$ cat src/rtl/uart_pkg.sv
// Shared UART constants and state encodings for the receive and transmit paths.
// Frame format is 8N1.
package uart_pkg;

    localparam int unsigned OSR_DEFAULT        = 16;
    localparam int unsigned SAMPLE_MID_DEFAULT = OSR_DEFAULT / 2;
    localparam int unsigned START_BITS         = 1;
    localparam int unsigned DATA_BITS          = 8;
    localparam int unsigned STOP_BITS          = 1;

    typedef enum logic [1:0] {
        IDLE  = 2'd0,
        START = 2'd1,
        DATA  = 2'd2,
        STOP  = 2'd3
    } rx_state_e;

    function automatic logic maj3(input logic a, input logic b, input logic c);
        return (a & b) | (a & c) | (b & c);
    endfunction

endpackage

$ cat src/rtl/uart_rx_sync.sv
// Two-flop synchronizer for the asynchronous rxd line plus a 1->0 edge detector.
// An edge only counts once the line has actually been observed high after reset.
module uart_rx_sync
    import uart_pkg::*;
(
    input  logic uart_clk,
    input  logic sys_rst_n,
    input  logic rxd,
    output logic rxd_s,
    output logic rxd_fall
);

    logic       rxd_meta_q, rxd_meta_d;
    logic       rxd_s_q,    rxd_s_d;
    logic       rxd_prev_q, rxd_prev_d;
    logic [1:0] vld_q,      vld_d;

    // The reset value of the synchronizer is not a real observation of the line,
    // so the previous-value flop is only armed once vld_q[1] says rxd_s_q is real.
    always_comb begin
        rxd_meta_d = rxd;
        rxd_s_d    = rxd_meta_q;
        vld_d      = {vld_q[0], 1'b1};
        rxd_prev_d = vld_q[1] & rxd_s_q;
    end

    always_ff @(posedge uart_clk or negedge sys_rst_n) begin
        if (!sys_rst_n) begin
            rxd_meta_q <= 1'b1;
            rxd_s_q    <= 1'b1;
            rxd_prev_q <= 1'b0;
            vld_q      <= '0;
        end else begin
            rxd_meta_q <= rxd_meta_d;
            rxd_s_q    <= rxd_s_d;
            rxd_prev_q <= rxd_prev_d;
            vld_q      <= vld_d;
        end
    end

    assign rxd_s    = rxd_s_q;
    assign rxd_fall = rxd_prev_q & ~rxd_s_q;

endmodule

$ cat src/rtl/uart_rx_v1.sv
// 8N1 UART receiver with oversampled 2-of-3 majority bit decisions and a
// FIFO write interface; returns to IDLE at the stop-bit decision.
module uart_rx_v1
    import uart_pkg::*;
#(
    parameter int unsigned OSR        = OSR_DEFAULT,
    parameter int unsigned SAMPLE_MID = OSR / 2
) (
    input  logic       uart_clk,
    input  logic       sys_rst_n,
    input  logic       rxd,
    input  logic       wr_full,
    output logic       wr_req,
    output logic [7:0] wr_data,
    output logic       recv_data_flag,
    output logic       frame_err,
    output logic       overrun_err
);

    localparam int unsigned CW = $clog2(OSR);
    localparam logic [CW-1:0] CNT_LAST = CW'(OSR - 1);
    localparam logic [CW-1:0] CNT_S0   = CW'(SAMPLE_MID - 1);
    localparam logic [CW-1:0] CNT_S1   = CW'(SAMPLE_MID);
    localparam logic [CW-1:0] CNT_DEC  = CW'(SAMPLE_MID + 1);
    localparam logic [2:0]    BIT_LAST = 3'(DATA_BITS - 1);

    logic rxd_s, rxd_fall;

    uart_rx_sync u_sync (
        .uart_clk  (uart_clk),
        .sys_rst_n (sys_rst_n),
        .rxd       (rxd),
        .rxd_s     (rxd_s),
        .rxd_fall  (rxd_fall)
    );

    rx_state_e     state_q,   state_d;
    logic [CW-1:0] cnt_q,     cnt_d;
    logic [2:0]    bit_idx_q, bit_idx_d;
    logic [7:0]    shift_q,   shift_d;
    logic [7:0]    wr_data_q, wr_data_d;
    logic [1:0]    smp_q,     smp_d;
    logic          wr_req_q,  wr_req_d;
    logic          flag_q,    flag_d;
    logic          ferr_q,    ferr_d;
    logic          oerr_q,    oerr_d;
    logic          wrap, decide, bit_val;

    always_comb begin
        state_d   = state_q;
        cnt_d     = cnt_q;
        bit_idx_d = bit_idx_q;
        shift_d   = shift_q;
        wr_data_d = wr_data_q;
        smp_d     = smp_q;
        wr_req_d  = 1'b0;
        flag_d    = 1'b0;
        ferr_d    = 1'b0;
        oerr_d    = 1'b0;

        wrap    = (cnt_q == CNT_LAST);
        decide  = (cnt_q == CNT_DEC);
        bit_val = maj3(smp_q[0], smp_q[1], rxd_s);

        if (state_q != IDLE) begin
            cnt_d = wrap ? '0 : cnt_q + 1'b1;
            if (cnt_q == CNT_S0) smp_d[0] = rxd_s;
            if (cnt_q == CNT_S1) smp_d[1] = rxd_s;
        end

        case (state_q)
            IDLE: begin
                if (rxd_fall) begin
                    cnt_d     = '0;
                    bit_idx_d = '0;
                    state_d   = START;
                end
            end
            START: begin
                if (decide && bit_val) state_d = IDLE;
                else if (wrap)         state_d = DATA;
            end
            DATA: begin
                if (decide) shift_d = {bit_val, shift_q[7:1]};
                if (wrap) begin
                    if (bit_idx_q == BIT_LAST) state_d = STOP;
                    else                       bit_idx_d = bit_idx_q + 1'b1;
                end
            end
            STOP: begin
                // Leaving at the decision, not the wrap, lets the next start edge
                // land anywhere in the second half of this stop bit.
                if (decide) begin
                    state_d = IDLE;
                    if (!bit_val) begin
                        ferr_d = 1'b1;
                    end else if (wr_full) begin
                        oerr_d = 1'b1;
                    end else begin
                        wr_req_d  = 1'b1;
                        flag_d    = 1'b1;
                        wr_data_d = shift_q;
                    end
                end
            end
            default: state_d = IDLE;
        endcase
    end

    always_ff @(posedge uart_clk or negedge sys_rst_n) begin
        if (!sys_rst_n) begin
            state_q   <= IDLE;
            cnt_q     <= '0;
            bit_idx_q <= '0;
            shift_q   <= '0;
            wr_data_q <= '0;
            smp_q     <= '0;
            wr_req_q  <= 1'b0;
            flag_q    <= 1'b0;
            ferr_q    <= 1'b0;
            oerr_q    <= 1'b0;
        end else begin
            state_q   <= state_d;
            cnt_q     <= cnt_d;
            bit_idx_q <= bit_idx_d;
            shift_q   <= shift_d;
            wr_data_q <= wr_data_d;
            smp_q     <= smp_d;
            wr_req_q  <= wr_req_d;
            flag_q    <= flag_d;
            ferr_q    <= ferr_d;
            oerr_q    <= oerr_d;
        end
    end

    assign wr_req         = wr_req_q;
    assign wr_data        = wr_data_q;
    assign recv_data_flag = flag_q;
    assign frame_err      = ferr_q;
    assign overrun_err    = oerr_q;

endmodule

$ cat config.mk
export PLATFORM = sky130hd
export DESIGN_NAME = uart_rx_v1
export DESIGN_NICKNAME = d
export VERILOG_FILES = /design/src/rtl/uart_pkg.sv /design/src/rtl/uart_rx_sync.sv /design/src/rtl/uart_rx_v1.sv
export SDC_FILE = /design/constraint.sdc
export NUM_CORES = 1
export LEC_CHECK = 0
export CAP_MARGIN = 20
export CORE_UTILIZATION = 35
export DETAILED_ROUTE_END_ITERATION = 10
export PLACE_DENSITY = 0.52
export RECOVER_POWER = 50
export SLEW_MARGIN = 20
export SYNTH_ARGS = -nofsm -noshare
export SYNTH_HDL_FRONTEND = slang
export SYNTH_SLANG_ARGS = --single-unit
$ cat constraint.sdc
create_clock -name uart_clk -period 1.84 [get_ports uart_clk]
set_input_delay 0.276 -clock uart_clk [delete_from_list [all_inputs] [get_ports uart_clk]]
set_output_delay 0.276 -clock uart_clk [all_outputs]
set_load 0.01 [all_outputs]
* After elaboration in Yosys (flattened, before gate mapping) *
Index checks and enable logic that the tools add are counted.

storage, ports and cells
  ROM bits = 0
  latch bits = 0
  flip-flop bits (word level) = 35
  memories = 0
  word-level logic and storage cells = 75
  RAM bits = 0

cells by class
  mux-type cells = 26
  divide/modulo/power cells = 0
  $add $sub $neg = 2
  multipliers = 0
  equal/unequal tests = 14
  reduce and logical (&&, ||, !) cells = 10
  bitwise operators = 9
  magnitude comparators = 0
  shift-type cells = 0

operator list
  operator             count
  $mux 4               4
  $eq 4x4->1 const B   3
  $mux 2               6
  $mux 1               11
  $ne 2x2->1 const B   5
  $mux 3               3
  $pmux 2 s4           1
  $reduce_and 4->1     2
  $pmux 3 s2           1
  $reduce_and 2->1     3
  $and 1x1->1          5
  $reduce_and 5->1     1
  $add 4x1->4 const B  1
  $eq 2x2->1 const B   2
  $eq 4x3->1 const B   1
  $reduce_bool 2->1    2
  $add 3x1->3 const B  1
  $eq 3x3->1 const B   1
  $ne 3x3->1 const B   1
  $eq 2x1->1 const B   1
  $logic_not 2->1      1
  $not 1->1            2
  $or 1x1->1           2
  $logic_and 1x1->1    1

* Depth between registers and ports, before layout *
  depth in word-level cells = 6
  depth in mapped cells = 6

* Cells and area by module *
From an unflattened synthesis, not the netlist that was laid out.

unflattened totals
  cell total of the unflattened synthesis = 120
  area total of the unflattened synthesis = 1554.0 um^2

by module, submodules not included
  module        area an instance (um^2)  times used  seq. area each (um^2)  cells each
  uart_rx_v1    1406.3                   1           750.7                  112
  uart_rx_sync  147.6                    1           127.6                  8

* Worst setup path before layout *
OpenSTA, ideal clock, no wires.

  kind = register to register
  from = register bit_idx_q[0]
  to = register bit_idx_q[1]
  stages on the path, launching flop included = 7
  arrival time = 1434 ps
  library setup time = 131 ps
  slack = 276 ps
  data required time = 1709 ps
  path through = dfrtp_1 -> ha_1 -> ha_1 -> and4b_2 -> clkbuf_1 -> mux2i_1 -> o22ai_1

between the ends
  word-level cells in the longest chain between the ends = 4
  elaborated cells between the ends (all ways) = 7

RTL lines
  what                    line               text
  from (decl)             uart_rx_v1.sv:39   logic [2:0] bit_idx_q, bit_idx_d;
  from (signal assigned)  uart_rx_v1.sv:125  bit_idx_q <= bit_idx_d;
  $add 3x1->3             uart_rx_v1.sv:87   else bit_idx_d = bit_idx_q + 1'b1;
  $mux 3                  uart_rx_v1.sv:86   if (bit_idx_q == BIT_LAST) state_d = STOP;
  $mux 3                  uart_rx_v1.sv:85   if (wrap) begin
  $pmux 3 s2              uart_rx_v1.sv:71   case (state_q)

Parallel ways exist; a longest one is shown, timed or not. The select of a mux whose other input is x is not followed.
A chain may end at the register's enable or synchronous reset.

* Final worst setup path *
  from = register cnt_q[1]
  to = register shift_q[2]

between the ends
  word-level cells in the longest chain between the ends = 2

RTL lines
  what                               line               text
  from (decl)                        uart_rx_v1.sv:38   logic [CW-1:0] cnt_q, cnt_d;
  from (signal assigned)             uart_rx_v1.sv:124  cnt_q <= cnt_d;
  $eq 4x4->1                         uart_rx_v1.sv:62   decide = (cnt_q == CNT_DEC);
  $reduce_and 2->1 (no source line)  n/a
  to (signal assigned)               uart_rx_v1.sv:126  shift_q <= shift_d;
  to (decl)                          uart_rx_v1.sv:40   logic [7:0] shift_q, shift_d;

No other way between the ends.

==> impl_results.rst <==
.. list-table::
   :header-rows: 1

   * - Metric
     - Value
   * - Detailed-routing iteration count for the pre-antenna-repair pass
     - 4
   * - Clock insertion delay at the later pin of the skew report
     - 0.28 ns
   * - Worst setup path category
     - reg2reg
   * - Number of I/O pins
     - 16
   * - Antenna violations before repair
     - 0
   * - Iteration-0 DRC count of the detailed router
     - 49
   * - Clock tree from TritonCTS
     - done
   * - Count of cells along the worst hold path
     - 0
   * - Reg-to-reg startpoint
     - cnt_q[1]$_DFF_PN0_
   * - Proportion of register bits with asynchronous set or reset after synthesis
     - 100.0%
   * - Via/cell ratio
     - 4.926
   * - Gpl congestion
     - 0.7502
   * - Cts bufs inserted
     - 5
   * - Arrival @ worst endpoint
     - 1.87 ns
   * - Final Power
     - 2.139 mW
   * - Aggregate global-route resource usage
     - 13.42%
   * - Die footprint
     - 4758 sq um
   * - Buffers added on ports
     - 15
   * - Count of hold buffers inserted by post-cts repair
     - 0
   * - Final hold vios
     - 0
   * - Maximum fanout along the worst path
     - 8
   * - Static leakage
     - 0.8860 nW
   * - Post-CTS setup buffers
     - 0
   * - Cells after synthesis
     - 119
   * - Outcome
     - finished clean
   * - Residual DRC count
     - 0
   * - Clock transition at the register clock pins on the worst setup and hold paths after CTS
     - 0.07 ns
   * - Transition at the pin with the smallest max-transition slack
     - 0.8629 ns
   * - Total number of vias
     - 936
   * - Area of combinational cells with multiple inputs
     - 621.8 sq um
   * - Number of library cell types mapped by synthesis
     - 38
   * - Max clock buf depth
     - 2
   * - Detailed-placement wirelength estimate
     - 1.861 mm
   * - Minimum setup slack after placement
     - 0.1399 ns
   * - End of the worst register-to-register path
     - shift_q[2]$_DFFE_PN0P_
   * - Remaining max-slew budget at the tightest pin
     - 42.47%
   * - Pin count of the biggest net entering global routing
     - 36
   * - Chip width
     - 68.98 microns
   * - Worst setup margin
     - 0.1357 ns
   * - Total power density per cell area
     - 1158 nW/um^2
   * - Post-Syn Area per Cell
     - 13.20 sq um
   * - Number of nets in the layout
     - 148
   * - Area used by sequential logic in the layout
     - 878.3 sq um
   * - Maximum clock rate
     - 0.5867 GHz
   * - RSZ-0062 raised after global routing
     - no
   * - Summed instance area of the synthesized netlist
     - 1570 sq um
   * - IR drop worst, VDD
     - 572.3 uV
   * - Required time of the critical path
     - 2.01 ns
   * - Initial Util
     - 37.89%
   * - Prevailing post-synth register cell
     - dfrtp_1
   * - Total Neg Setup Slack
     - 0 ns
   * - Flop2flop setup slack
     - 0.14 ns
   * - Final ANT Viol Nets
     - 0
   * - Library cell used as clock root buffer
     - clkbuf_8
   * - First-pass GRT wire length
     - 4.409 mm
   * - Synthesized netlist net count
     - 128
   * - # Max-Cap Violations
     - 0
   * - Post-Route Skew
     - 0.004108 ns
   * - Number of filler cells placed in the layout
     - 403
   * - Number of global-route vias before repair
     - 939
   * - Layout area overhead
     - 17.69%
   * - Final setup violation count
     - 0
   * - Min Tclk post-route
     - 1.704 ns
   * - Finished Core Util
     - 44.60%
   * - Y dimension of the die
     - 68.98 microns
   * - Number of slew-limit violations in the final report
     - 0
   * - Cells resized by post-CTS repair
     - 0
   * - Number of H-tree levels
     - 2
   * - Number of synthesized flops with an enable pin
     - 0
   * - Count of clock tree sinks
     - 35
   * - Period Utilization, post-route
     - 92.63%
   * - Gr ovfl total
     - 0
   * - Worst min-delay path category
     - reg2reg
   * - Count of cells along the worst register-to-register path
     - 5
   * - Flops & latches, synth
     - 35
   * - Core region area
     - 4144 sq um
   * - Critical Path Sink Type
     - flop
   * - Source of the worst hold timing path
     - u_sync.vld_q[0]$_DFF_PN0_
   * - Sequential area share after synthesis
     - 55.94%
   * - Detailed-route wire length per cell
     - 14.22 microns
   * - Critical path launch point type
     - flop
   * - Synth Warn #
     - 0
   * - Final Hold Slack
     - 0.3509 ns
   * - Share of final-layout standard cells stronger than drive strength 1
     - 25.71%
   * - Drt total wl
     - 2.701 mm
   * - ANT cells
     - 0
   * - Worst Hold Endpoint
     - u_sync.vld_q[1]$_DFF_PN0_
   * - Std-Cell Rows
     - 23
[worst max-delay path by stage]
| stage | startpoint | end | slack, ns |
|---|---|---|---|
| finish | cnt_q[1]$_DFF_PN0_ | shift_q[2]$_DFFE_PN0P_ | 0.14 |
| global placement | cnt_q[1]$_DFF_PN0_ | shift_q[1]$_DFFE_PN0P_ | 0.18 |
| global route | cnt_q[1]$_DFF_PN0_ | shift_q[2]$_DFFE_PN0P_ | 0.01 |
| CTS | cnt_q[1]$_DFF_PN0_ | shift_q[7]$_DFFE_PN0P_ | 0.13 |
| floorplan | bit_idx_q[0]$_DFFE_PN0P_ | bit_idx_q[1]$_DFFE_PN0P_ | 0.28 |
| detailed placement | cnt_q[1]$_DFF_PN0_ | shift_q[5]$_DFFE_PN0P_ | 0.14 |
[worst max-delay path, stage by stage, from the launching register on]
cell      delay [ns]
dfrtp_1         0.41
inv_1           0.12
ha_1            0.17
nand3b_1        0.15
nor3_4          0.37
mux2_2          0.38
[layout by cell type (no fill, tap or decap), drive strengths merged, types with 2 or more instances in the layout]
cell type      count
dfrtp             33
mux2              18
clkdlybuf4s50     13
clkbuf             8
inv                7
ha                 5
nor2b              3
mux2i              3
o31ai              3
a21oi              3
buf                3
nand4b             3
nor2               2
a21o               2
nand2              2
and3               2
nand2b             2
nand3              2
and4b              2
nor4               2
o22ai              2
a31oi              2
dlygate4sd3        2
nor3               2
dfstp              2
[synth_stat cells, types with 2 or more instances]
master	n	share of area [%]
o31ai_1	3	1.4
ha_1	5	4.0
nand4b_1	2	1.1
a21o_1	2	0.96
nand2_1	2	0.48
inv_1	7	1.7
mux2_2	18	13
buf_2	2	0.64
and3_2	2	0.96
dfrtp_1	33	53
and4b_2	2	1.4
a31oi_1	2	0.80
o22ai_1	2	0.80
nor4_1	2	0.80
buf_6	2	1.4
nor2b_1	3	1.2
nand2b_1	2	0.80
nand3_1	2	0.64
nor2_1	2	0.48
dfstp_2	2	3.3
mux2i_1	3	1.9
a21oi_1	3	0.96
[routing by layer]
layer	part of all wire (%)	track usage [%]	vias up
li1	-	-	459
met1	50	17.57	448
met2	43	19.05	21
met3	4.1	4.112	8
met4	2.3	8.418	0
met5	0	0	-
[flip-flops by register name, indices dropped and copies added (netlist names), named ones only]
signal / cells
smp_q: 2
u_sync.rxd_meta_q: 1
overrun_err: 1
frame_err: 1
state_q: 1
u_sync.vld_q: 2
recv_data_flag: 1
wr_data: 8
bit_idx_q: 3
cnt_q: 4
u_sync.rxd_s: 1
shift_q: 8
u_sync.rxd_prev_q: 1
[power by group]
group	leakage, nW	switching, mW	internal [mW]	total (mW)
sequential	0.458	0.145	0.885	1.03
combinational	0.386	0.304	0.276	0.580
clock	0.0422	0.264	0.265	0.530
[through the flow]
stage | area [sq um] | instances
2_1_floorplan | 1570 | 119
3_3_place_gp | 1769 | 182
3_5_place_dp | 1769 | 182
4_1_cts | 1851 | 190
5_1_grt | 1848 | 190
6_report | 1848 | 190
[area by class of cell]
class | count | area share, %
clock buffers | 7 | 4.130
clock inverters | 1 | 0.2708
inverters | 7 | 1.422
multi-input cells | 71 | 33.65
flip-flops and latches | 35 | 47.53
well taps | 50 | 3.385
repair buffers | 19 | 9.614
[cell families after synthesis]
group           Yosys count  synth area share [%]
flops                    35                 55.94
buf+inv                  13                 4.462
other cells               1                0.2388
mux                      21                 14.82
fa+ha+maj                 6                 4.622
compound gates           16                 6.852
simple gates             27                 13.07
No activity file was read; power rests on OpenSTA's default activity.
